[config.mk]
export PLATFORM = sky130hd
export DESIGN_NAME = r5p_wbu_flat
export DESIGN_NICKNAME = d
export VERILOG_FILES = /design/src/rtl/r5p_pkg.sv /design/src/rtl/r5p_wbu_if.sv /design/src/rtl/r5p_wbu_fifo.sv /design/src/rtl/r5p_wbu.sv /design/src/flat_wrapper.sv
export SDC_FILE = /design/constraint.sdc
export NUM_CORES = 1
export LEC_CHECK = 0
export ABC_CLOCK_PERIOD_IN_PS = 5130
export BUFFER_PORTS_ARGS = -buffer_cell sky130_fd_sc_hd__buf_2
export CAP_MARGIN = 15
export CELL_PAD_IN_SITES_DETAIL_PLACEMENT = 2
export CELL_PAD_IN_SITES_GLOBAL_PLACEMENT = 2
export CORE_MARGIN = 2
export CORE_UTILIZATION = 37
export CTS_BUF_LIST = sky130_fd_sc_hd__clkbuf_4
export CTS_CLUSTER_SIZE = 28
export DETAILED_ROUTE_END_ITERATION = 8
export MAX_ROUTING_LAYER = met4
export PLACE_DENSITY_LB_ADDON = 0.15
export SYNTH_ARGS = -nofsm -noshare
export SYNTH_HDL_FRONTEND = slang
export SYNTH_HIERARCHICAL = 1
export SYNTH_SLANG_ARGS = --single-unit
[constraint.sdc]
create_clock -name clk -period 5.13 [get_ports clk]
set_input_delay 0.513 -clock clk [delete_from_list [all_inputs] [get_ports clk]]
set_output_delay 0.513 -clock clk [all_outputs]
set_load 0.02 [all_outputs]
[src/rtl/r5p_pkg.sv]
// Shared r5p core package: register address type and default widths.
package r5p_pkg;

  localparam int unsigned AW_DEF = 5;   // GPR address width (4 for RV32E)
  localparam int unsigned XW_DEF = 32;  // XLEN

  typedef logic [AW_DEF-1:0] gpr_adr_t;

endpackage : r5p_pkg

[src/rtl/r5p_wbu_if.sv]
// Writeback unit bus: execute results, load issue, LSU responses, hazard
// check and register file write port.
//   master: pipeline side (drives execute/load/response/check inputs)
//   slave : r5p_wbu (drives ready, hazard, error and write port)
interface r5p_wbu_if
  import r5p_pkg::*;
#(
  parameter int unsigned AW = AW_DEF,
  parameter int unsigned XW = XW_DEF
) ();

  logic          alu_vld;
  logic [AW-1:0] alu_rd;
  logic [XW-1:0] alu_dat;
  logic          ld_req;
  logic [AW-1:0] ld_rd;
  logic          ld_rdy;
  logic          lsu_vld;
  logic [XW-1:0] lsu_dat;
  logic          lsu_rdy;
  logic [AW-1:0] chk_rs1;
  logic [AW-1:0] chk_rs2;
  logic [AW-1:0] chk_rd;
  logic          hzd;
  logic          err;
  logic          e_rd;
  logic [AW-1:0] a_rd;
  logic [XW-1:0] d_rd;

  modport master (
    output alu_vld, alu_rd, alu_dat, ld_req, ld_rd, lsu_vld, lsu_dat,
           chk_rs1, chk_rs2, chk_rd,
    input  ld_rdy, lsu_rdy, hzd, err, e_rd, a_rd, d_rd
  );

  modport slave (
    input  alu_vld, alu_rd, alu_dat, ld_req, ld_rd, lsu_vld, lsu_dat,
           chk_rs1, chk_rs2, chk_rd,
    output ld_rdy, lsu_rdy, hzd, err, e_rd, a_rd, d_rd
  );

endinterface : r5p_wbu_if

[src/rtl/r5p_wbu_fifo.sv]
// Pending-load destination FIFO. Pop is applied before push, so a push and
// a pop on the sole entry leave only the new entry.
//   i_push/i_dat : enqueue a destination (ignored when full)
//   i_pop        : dequeue the head (ignored when empty)
//   o_head       : oldest destination
//   o_rdy/o_empty: state-derived not-full / empty flags
//   o_vld/o_adr  : per-slot valid and address for hazard compare
module r5p_wbu_fifo
  import r5p_pkg::*;
#(
  parameter int unsigned AW = AW_DEF,
  parameter int unsigned QD = 2
) (
  input  logic                 clk,
  input  logic                 rst,
  input  logic                 i_push,
  input  logic [AW-1:0]        i_dat,
  input  logic                 i_pop,
  output logic [AW-1:0]        o_head,
  output logic                 o_rdy,
  output logic                 o_empty,
  output logic [QD-1:0]        o_vld,
  output logic [QD-1:0][AW-1:0] o_adr
);

  localparam int unsigned PW = $clog2(QD);
  localparam int unsigned CW = $clog2(QD + 1);

  logic [QD-1:0][AW-1:0] r_mem;
  logic [PW-1:0]         r_wp;
  logic [PW-1:0]         r_rp;
  logic [CW-1:0]         r_cnt;
  logic                  w_push;
  logic                  w_pop;

  assign o_rdy   = (r_cnt < CW'(QD));
  assign o_empty = (r_cnt == '0);
  assign w_push  = i_push & o_rdy;
  assign w_pop   = i_pop & ~o_empty;
  assign o_head  = r_mem[r_rp];
  assign o_adr   = r_mem;

  // Storage, pointers (wrap naturally since QD is a power of two) and count.
  always_ff @(posedge clk or negedge rst) begin
    if (!rst) begin
      r_mem <= '0;
      r_wp  <= '0;
      r_rp  <= '0;
      r_cnt <= '0;
    end else begin
      if (w_push) begin
        r_mem[r_wp] <= i_dat;
        r_wp        <= r_wp + PW'(1);
      end
      if (w_pop) begin
        r_rp <= r_rp + PW'(1);
      end
      r_cnt <= r_cnt + CW'(w_push) - CW'(w_pop);
    end
  end

  // A slot is live when its distance from the read pointer is below count.
  always_comb begin
    logic [PW-1:0] w_off;
    w_off = '0;
    o_vld = '0;
    for (int i = 0; i < QD; i++) begin
      w_off    = PW'(i) - r_rp;
      o_vld[i] = (CW'(w_off) < r_cnt);
    end
  end

endmodule : r5p_wbu_fifo

[src/rtl/r5p_wbu.sv]
// r5p writeback unit: sole driver of the register file write port. Merges
// execute results with in-order load responses, parks a response that loses
// to the ALU in a one-entry hold register, and flags read hazards.
//   clk, rst : clock, asynchronous active-low reset
//   bus      : r5p_wbu_if slave port (see interface for signal list)
module r5p_wbu
  import r5p_pkg::*;
#(
  parameter int unsigned AW = AW_DEF,
  parameter int unsigned XW = XW_DEF,
  parameter int unsigned QD = 2
) (
  input  logic       clk,
  input  logic       rst,
  r5p_wbu_if.slave   bus
);

  logic                  w_fifo_rdy;
  logic                  w_empty;
  logic [AW-1:0]         w_head;
  logic [QD-1:0]         w_vld;
  logic [QD-1:0][AW-1:0] w_adr;
  logic                  w_hs;
  logic                  w_pop;
  logic                  w_spur;
  logic                  w_wr_v;
  logic [AW-1:0]         w_wr_a;
  logic [XW-1:0]         w_wr_d;
  logic                  w_hld_set;
  logic                  w_hld_clr;
  logic                  w_hzd;

  logic                  r_hld_v;
  logic [AW-1:0]         r_hld_a;
  logic [XW-1:0]         r_hld_d;
  logic                  r_e_rd;
  logic [AW-1:0]         r_a_rd;
  logic [XW-1:0]         r_d_rd;
  logic                  r_err;

  // Response handshake; with no pending load it is accepted and dropped.
  assign w_hs   = bus.lsu_vld & ~r_hld_v;
  assign w_pop  = w_hs & ~w_empty;
  assign w_spur = w_hs & w_empty;

  r5p_wbu_fifo #(
    .AW (AW),
    .QD (QD)
  ) u_fifo (
    .clk     (clk),
    .rst     (rst),
    .i_push  (bus.ld_req),
    .i_dat   (bus.ld_rd),
    .i_pop   (w_pop),
    .o_head  (w_head),
    .o_rdy   (w_fifo_rdy),
    .o_empty (w_empty),
    .o_vld   (w_vld),
    .o_adr   (w_adr)
  );

  // Write arbitration: ALU, then hold register, then live response.
  always_comb begin
    w_wr_v    = 1'b0;
    w_wr_a    = '0;
    w_wr_d    = '0;
    w_hld_set = 1'b0;
    w_hld_clr = 1'b0;
    if (bus.alu_vld) begin
      w_wr_v    = 1'b1;
      w_wr_a    = bus.alu_rd;
      w_wr_d    = bus.alu_dat;
      w_hld_set = w_pop;
    end else if (r_hld_v) begin
      w_wr_v    = 1'b1;
      w_wr_a    = r_hld_a;
      w_wr_d    = r_hld_d;
      w_hld_clr = 1'b1;
    end else if (w_pop) begin
      w_wr_v    = 1'b1;
      w_wr_a    = w_head;
      w_wr_d    = bus.lsu_dat;
    end
  end

  // Write port, hold register and sticky error.
  always_ff @(posedge clk or negedge rst) begin
    if (!rst) begin
      r_e_rd  <= 1'b0;
      r_a_rd  <= '0;
      r_d_rd  <= '0;
      r_hld_v <= 1'b0;
      r_hld_a <= '0;
      r_hld_d <= '0;
      r_err   <= 1'b0;
    end else begin
      r_e_rd <= w_wr_v && (w_wr_a != '0);
      if (w_wr_v && (w_wr_a != '0)) begin
        r_a_rd <= w_wr_a;
        r_d_rd <= w_wr_d;
      end
      if (w_hld_set) begin
        r_hld_v <= 1'b1;
        r_hld_a <= w_head;
        r_hld_d <= bus.lsu_dat;
      end else if (w_hld_clr) begin
        r_hld_v <= 1'b0;
      end
      r_err <= r_err | w_spur;
    end
  end

  function automatic logic f_hit(input logic [AW-1:0] c, input logic [AW-1:0] a);
    return (c != '0) && (c == a);
  endfunction

  function automatic logic f_any(input logic [AW-1:0] a);
    return f_hit(bus.chk_rs1, a) | f_hit(bus.chk_rs2, a) | f_hit(bus.chk_rd, a);
  endfunction

  // Hazard: pending FIFO slots, held response, and the write in flight.
  always_comb begin
    w_hzd = 1'b0;
    for (int i = 0; i < QD; i++) begin
      if (w_vld[i] && f_any(w_adr[i])) w_hzd = 1'b1;
    end
    if (r_hld_v && f_any(r_hld_a)) w_hzd = 1'b1;
    if (r_e_rd && f_any(r_a_rd))   w_hzd = 1'b1;
  end

  assign bus.ld_rdy  = w_fifo_rdy;
  assign bus.lsu_rdy = ~r_hld_v;
  assign bus.hzd     = w_hzd;
  assign bus.err     = r_err;
  assign bus.e_rd    = r_e_rd;
  assign bus.a_rd    = r_a_rd;
  assign bus.d_rd    = r_d_rd;

endmodule : r5p_wbu

[src/flat_wrapper.sv]
// flat-port wrapper written by rule: the top's interface ports become plain ports
module r5p_wbu_flat import r5p_pkg::*;
#(
  parameter int unsigned AW = AW_DEF,
  parameter int unsigned XW = XW_DEF,
  parameter int unsigned QD = 2
)
  (clk, rst, bus_alu_vld, bus_alu_rd, bus_alu_dat, bus_ld_req, bus_ld_rd, bus_lsu_vld, bus_lsu_dat, bus_chk_rs1, bus_chk_rs2, bus_chk_rd, bus_ld_rdy, bus_lsu_rdy, bus_hzd, bus_err, bus_e_rd, bus_a_rd, bus_d_rd);
  r5p_wbu_if #(.AW(AW), .XW(XW)) bus_i ();
  input  logic clk;
  input  logic rst;
  input wire logic [$bits(bus_i.alu_vld)-1:0] bus_alu_vld;
  input wire logic [$bits(bus_i.alu_rd)-1:0] bus_alu_rd;
  input wire logic [$bits(bus_i.alu_dat)-1:0] bus_alu_dat;
  input wire logic [$bits(bus_i.ld_req)-1:0] bus_ld_req;
  input wire logic [$bits(bus_i.ld_rd)-1:0] bus_ld_rd;
  input wire logic [$bits(bus_i.lsu_vld)-1:0] bus_lsu_vld;
  input wire logic [$bits(bus_i.lsu_dat)-1:0] bus_lsu_dat;
  input wire logic [$bits(bus_i.chk_rs1)-1:0] bus_chk_rs1;
  input wire logic [$bits(bus_i.chk_rs2)-1:0] bus_chk_rs2;
  input wire logic [$bits(bus_i.chk_rd)-1:0] bus_chk_rd;
  output wire logic [$bits(bus_i.ld_rdy)-1:0] bus_ld_rdy;
  output wire logic [$bits(bus_i.lsu_rdy)-1:0] bus_lsu_rdy;
  output wire logic [$bits(bus_i.hzd)-1:0] bus_hzd;
  output wire logic [$bits(bus_i.err)-1:0] bus_err;
  output wire logic [$bits(bus_i.e_rd)-1:0] bus_e_rd;
  output wire logic [$bits(bus_i.a_rd)-1:0] bus_a_rd;
  output wire logic [$bits(bus_i.d_rd)-1:0] bus_d_rd;
  assign bus_i.alu_vld = bus_alu_vld;
  assign bus_i.alu_rd = bus_alu_rd;
  assign bus_i.alu_dat = bus_alu_dat;
  assign bus_i.ld_req = bus_ld_req;
  assign bus_i.ld_rd = bus_ld_rd;
  assign bus_i.lsu_vld = bus_lsu_vld;
  assign bus_i.lsu_dat = bus_lsu_dat;
  assign bus_i.chk_rs1 = bus_chk_rs1;
  assign bus_i.chk_rs2 = bus_chk_rs2;
  assign bus_i.chk_rd = bus_chk_rd;
  assign bus_ld_rdy = bus_i.ld_rdy;
  assign bus_lsu_rdy = bus_i.lsu_rdy;
  assign bus_hzd = bus_i.hzd;
  assign bus_err = bus_i.err;
  assign bus_e_rd = bus_i.e_rd;
  assign bus_a_rd = bus_i.a_rd;
  assign bus_d_rd = bus_i.d_rd;
  r5p_wbu #(.AW(AW), .XW(XW), .QD(QD)) u_core (.clk(clk), .rst(rst), .bus(bus_i));
endmodule
After elaboration in Yosys (flattened, before gate mapping)
Index checks and enable logic that the tools add are counted.
{"block": "op_classes", "add_sub_neg": 6, "order_cmp": 6, "eq_ne": 12, "muxes": 23, "bitwise": 16, "n_reduce_logical": 24}
{"cell": "2-to-1 mux 32 bit", "n": 3}
{"cell": "equality test 5 bit", "n": 12}
{"cell": "2-to-1 mux 5 bit", "n": 6}
{"cell": "nonzero test 5 bit", "n": 4}
{"cell": "logical AND 1 bit", "n": 18}
{"cell": "2-to-1 mux 1 bit", "n": 12}
{"cell": "bitwise mux 10 bit", "n": 1}
{"cell": "bitwise OR 1 bit", "n": 9}
{"cell": "bitwise AND 1 bit", "n": 5}
{"cell": "demux 5 bit (select 1 bit)", "n": 1}
{"cell": "< comparator 1 x 2 -> 1 bit", "n": 2}
{"cell": "< comparator 1 x 2 -> 1 bit (second input constant)", "n": 2}
{"cell": "adder 1 bit (second input constant)", "n": 2}
{"cell": "adder 2 x 1 -> 2 bit", "n": 1}
{"cell": "logical NOT 2 bit", "n": 1}
{"cell": "< comparator 2 bit (second input constant)", "n": 1}
{"cell": "NOT 1 bit", "n": 2}
{"cell": "nonzero test 2 bit", "n": 1}
{"cell": "subtractor 1 bit (first input constant)", "n": 2}
{"cell": "subtractor 2 x 1 -> 2 bit", "n": 1}
{"cell": ">= comparator 1 bit (second input constant)", "n": 1}
{"block": "totals", "regBits": 91, "in_bits": 94, "out_inout_bits": 42}

Depth between registers and ports, before layout
{"block": "depth", "ltp_word": 9, "ltp_mapped": 11, "ltp_nobuf": 8}

Cells and area by module
The synthesis kept the hierarchy.
{"mod": "r5p_wbu", "instances": 1, "cells_per_inst": 417, "area_per_inst_um2": 4388.0}
{"mod": "r5p_wbu_fifo", "instances": 1, "cells_per_inst": 48, "area_per_inst_um2": 676.9}

Worst setup path after synthesis
No wires, ideal clock.
{"block": "synth_timing", "kind": "input to output", "from": "input bus_chk_rs2[1]", "to": "output bus_hzd", "arrival_time_ps": 1964, "path_slack_ps": 2653, "cell_stages": 6, "n_path_buf": 1, "path_cell_list": "clkbuf_1 -> or4_1 -> nor2_1 -> nor4_1 -> o31ai_1 -> o2111ai_1"}
{"block": "synth_between", "elab_chain_cells": 9, "elab_cells_between_ends": 25}
{"item": "start: declaration", "line_no": "flat_wrapper.sv:20", "text": "input wire logic [$bits(bus_i.chk_rs2)-1:0] bus_chk_rs2;"}
{"item": "equality test 5 bit / nonzero test 5 bit (equally long branches)", "line_no": "r5p_wbu.sv:114", "text": "return (c != '0) && (c == a);"}
{"item": "logical AND 1 bit", "line_no": "r5p_wbu.sv:114"}
{"item": "bitwise OR 1 bit (2 in series)", "line_no": "r5p_wbu.sv:118", "text": "return f_hit(bus.chk_rs1, a) | f_hit(bus.chk_rs2, a) | f_hit(bus.chk_rd, a);"}
{"item": "logical AND 1 bit", "line_no": "r5p_wbu.sv:125", "text": "if (w_vld[i] && f_any(w_adr[i])) w_hzd = 1'b1;"}
{"item": "2-to-1 mux 1 bit (2 in series)", "line_no": "r5p_wbu.sv:125"}
{"item": "2-to-1 mux 1 bit", "line_no": "r5p_wbu.sv:127", "text": "if (r_hld_v && f_any(r_hld_a)) w_hzd = 1'b1;"}
{"item": "2-to-1 mux 1 bit (*)", "line_no": "r5p_wbu.sv:128", "text": "if (r_e_rd && f_any(r_a_rd)) w_hzd = 1'b1;"}
{"item": "end: declaration", "line_no": "flat_wrapper.sv:24", "text": "output wire logic [$bits(bus_i.hzd)-1:0] bus_hzd;"}
Every way passes the cells marked *; elsewhere a longest branch is shown, timed or not.

Worst setup path in the final report
{"block": "layout_timing", "from": "register u_core.u_fifo.r_cnt[1]", "to": "register u_core.r_d_rd[11], in the netlist u_core/bus.d_rd[11]"}
{"block": "layout_between", "elab_chain_cells": 8, "elab_cells_between_ends": 14}
{"item": "start: declaration", "line_no": "r5p_wbu_fifo.sv:32", "text": "logic [CW-1:0] r_cnt;"}
{"item": "start signal: assignment", "line_no": "r5p_wbu_fifo.sv:58", "text": "r_cnt <= r_cnt + CW'(w_push) - CW'(w_pop);"}
{"item": "logical NOT 2 bit (*)", "line_no": "r5p_wbu_fifo.sv:37", "text": "assign o_empty = (r_cnt == '0);"}
{"item": "named net u_core.w_empty", "line_no": "r5p_wbu.sv:19", "text": "logic w_empty;"}
{"item": "NOT 1 bit (*)", "line_no": "r5p_wbu.sv:43", "text": "assign w_pop = w_hs & ~w_empty;"}
{"item": "bitwise AND 1 bit (*)", "line_no": "r5p_wbu.sv:43"}
{"item": "2-to-1 mux 5 bit", "line_no": "r5p_wbu.sv:79", "text": "end else if (w_pop) begin"}
{"item": "2-to-1 mux 5 bit", "line_no": "r5p_wbu.sv:74", "text": "end else if (r_hld_v) begin"}
{"item": "2-to-1 mux 5 bit", "line_no": "r5p_wbu.sv:69", "text": "if (bus.alu_vld) begin"}
{"item": "nonzero test 5 bit", "line_no": "r5p_wbu.sv:98", "text": "if (w_wr_v && (w_wr_a != '0)) begin"}
{"item": "logical AND 1 bit", "line_no": "r5p_wbu.sv:98"}
{"item": "end signal: assignment", "line_no": "r5p_wbu.sv:100", "text": "r_d_rd <= w_wr_d;"}
{"item": "end: declaration", "line_no": "r5p_wbu.sv:38", "text": "logic [XW-1:0] r_d_rd;"}
Mark *: on every way through the listed nets, which the timed path passes. The rest lies on a longest branch.
A chain may end at the register's enable or synchronous reset.

==> flow_summary.toml <==
[logic_synthesis]
synthCells = 465
synth_top_area_share = 0.450
yosys.area.top_type = "dfrtp_1"
syn_area_sq_um = 5060
synth.area.top_cells = "dfrtp_1 45%, mux2_2 16%, xnor2_1 6.9%, a22oi_1 4.7%, xor2_1 4.2%"
yosys_register_bits = 91
seq_area_frac_synth = 0.450
synth.distinct_cells = 39
syn_nets = 561
yosysWarnings = 6
avgSynthCellArea_sq_um = 10.9

[grt]
use_met1 = 0.268
grtUsageMet3 = 0.0409
grt_overflow = 0
grt_start_max_net_pins = 51
grt.busiest_layer = "met2"
antenna_found_initial = 0
grtUsageMet2 = 0.376
grt.total_usage = 0.221
grt_pass1_vias = 4432
grt_pass1_wl_um = 24100

[final_layout]
layout_commonest_cell = "buf_2"
final_cell_mix = "134 x buf_2, 91 x dfrtp_1, 70 x mux2_2"
utilization = 0.448
diodes = 0
final_nets = 669
syn_to_final_growth_pct = 17.6
layout-drive-gt1-share = 0.401

[min_path]
hold_class = "input port to asynchronous set/reset pin"

[clock_tree]
cts_resized = 0
post_cts_buffers = 0
clkTransAtPathRegs_ns = 0.15
cts-htree-levels = 3
clock_sinks = 91
cts_hold_buf = 0
cts_buffers = 9
clk_latency_ns = 0.47
cts-root-buf = "clkbuf_4"
clockBufferDepth = 2
cts_tree = "done"

[worst_setup_path]
cp_max_fo = 20
cp-end-kind = "register"
slowest_delay_ns = 0.61
critPathKind = "register to register"
crit_required_ns = 5.49
startpoint_type = "register"
crit_slowest_cell = "a21oi_4"
regToRegStartpoint = "u_core/u_fifo/r_cnt[1]$_DFF_PN0_"
crit_arrival_ns = 3.44
critical_path.cell_chain = "nor2_1 > or4bb_1 > a21oi_1 > nor4_1 > a21oi_4 > buf_4 > mux2_2"
r2r_slack_ns = 2.05
worstSetupStartpoint = "u_core/u_fifo/r_cnt[1]$_DFF_PN0_"

[sta]
drv_slew = 0
setup_viol = 0
worst_pin_slew_ns = 0.996
rsz0062_at_grt = "no"
tns_ns = 0
period_needed_ns = 3.08
hold_viol = 0
fin_ws_ns = 2.05
slew_headroom = 0.336
clock.fmax_ghz = 0.325
fin_crit_sh = 0.600
fin_skew_ns = 0.0334

[drt]
ant_nets = 0
vias = 4017
drtIter0Drc = 131
routed_wl_um = 15200
drc = 0
wire_per_inst_um = 20.1
via_per_inst = 5.33
firstDrtPassIters = 4

[floorplanning]
chipWidth_um = 121
dieHeight_um = 121
dieArea_sq_um = 14600
start_util = 0.381
row_count = 42
core_sq_um = 13300
ios = 136

[flow_run]
drv_cap = 0

[power_and_ir_drop]
power_density_nw_per_um2 = 528
leakage_nw = 2.67
ir_drop_uv = 205

[status]
status = "finished clean"

[placement]
dp.final_hpwl_um = 11200
routabilityCongestion = 0.823
pre_cts_ws_ns = 2.03
io_buffers = 135
cells in the mapped netlist:
cell type and n:
buf_6 4, a221o_1 1, nor2b_1 5, xnor2_1 40
a31o_2 1, nand4bb_1 1, or4_1 3, a21oi_2 1
xor2_1 24, dfrtp_1 91, o22ai_1 1, or4bb_1 2
o21ai_0 34, a21boi_0 1, inv_1 10, mux2_2 70
nor2_1 4, o21a_1 2, o2111ai_1 1, a21oi_1 8
o31ai_1 3, buf_4 1, a22oi_1 32, o21bai_1 3
nand2_1 34, nor4_1 13, ha_1 2, nand3b_4 1
clkbuf_1 26, buf_2 7, nor3b_1 1, mux2_1 14
buf_1 5, nand3_1 12, and2_1 1, a21o_1 1
nand2b_1 2, nor3b_4 1, nor3_1 2
registers in the layout (all words and copies together) (netlist names):
name	count
u_core/bus.d_rd	32
u_core/r_hld_d	32
u_core/u_fifo/o_adr	10
u_core/bus.a_rd	5
u_core/r_hld_a	5
u_core/u_fifo/r_cnt	2
u_core/bus.e_rd	1
u_core/bus.err	1
u_core/r_hld_v	1
u_core/u_fifo/r_rp	1
u_core/u_fifo/r_wp	1
metal layers:
layer | vias up | part of all wire
li1 | 1851 | -
met4 | 0 | 0.015
met3 | 22 | 0.032
met5 | - | 0
met2 | 97 | 0.52
met1 | 2047 | 0.43
power by group:
part	switching, mW	internal, mW	total, mW
Clock	0.269	0.159	0.428
Combinational	0.685	0.667	1.35
Sequential	0.336	1.03	1.37
Total	1.29	1.85	3.15
cells by family after synthesis:
| kind of cell | after synthesis | synth area share |
|---|---|---|
| AOI/OAI and AO/OA | 89 | 0.112 |
| xor gates and xnor gates | 64 | 0.111 |
| adders and majority gates | 2 | 0.00494 |
| buffers and inverters | 53 | 0.0477 |
| DFF | 91 | 0.450 |
| muxes | 84 | 0.187 |
| and+or+nand+nor | 82 | 0.0882 |
worst max-delay path: cells and delay by family (launching register included):
kind | cells | cell delay (ns)
AND/OR/NAND/NOR | 3 | 0.82
AO/OA/AOI/OAI | 2 | 0.82
flip-flops | 1 | 0.56
buffers and inverters | 1 | 0.41
multiplexers | 1 | 0.37
path summary, 6_finish.rpt:
check                                                          end  depth (start not counted)
worst max-delay path               u_core/bus.d_rd[11]$_DFFE_PN0P_                          7
max in group asynchronous            u_core/r_hld_d[5]$_DFFE_PN0P_                          2
worst min-delay path            u_core/u_fifo/o_adr[4]$_DFFE_PN0P_                          1
min in group clk                    u_core/r_hld_d[27]$_DFFE_PN0P_                          2
worst min register to register     u_core/bus.d_rd[28]$_DFFE_PN0P_                          1
worst max register to register     u_core/bus.d_rd[11]$_DFFE_PN0P_                          7
cell type report:
type | count | area, sq um
Clock buffer | 10 | 75.1
Tap cell | 176 | 220
Clock inverter | 6 | 72.6
Fill cell | 1410 | 7340
Timing Repair Buffer | 140 | 716
Inverter | 10 | 37.5
Multi-Input combinational cell | 321 | 2560
Sequential cell | 91 | 2280
per-stage QoR:
stage / instances / hold WS (ns) / power, mW / cell area [sq um]
after floorplan: 465 / 0.217 / 2.29 / 5060
after global placement: 738 / 0.480 / 2.67 / 5810
after detailed placement: 738 / 0.477 / 2.75 / 5810
after CTS: 754 / 0.000245 / 3.19 / 5960
after global routing: 754 / 0.00835 / 3.37 / 5960
final: 754 / 0.0195 / 3.15 / 5960
No activity file was read; power rests on OpenSTA's default activity.
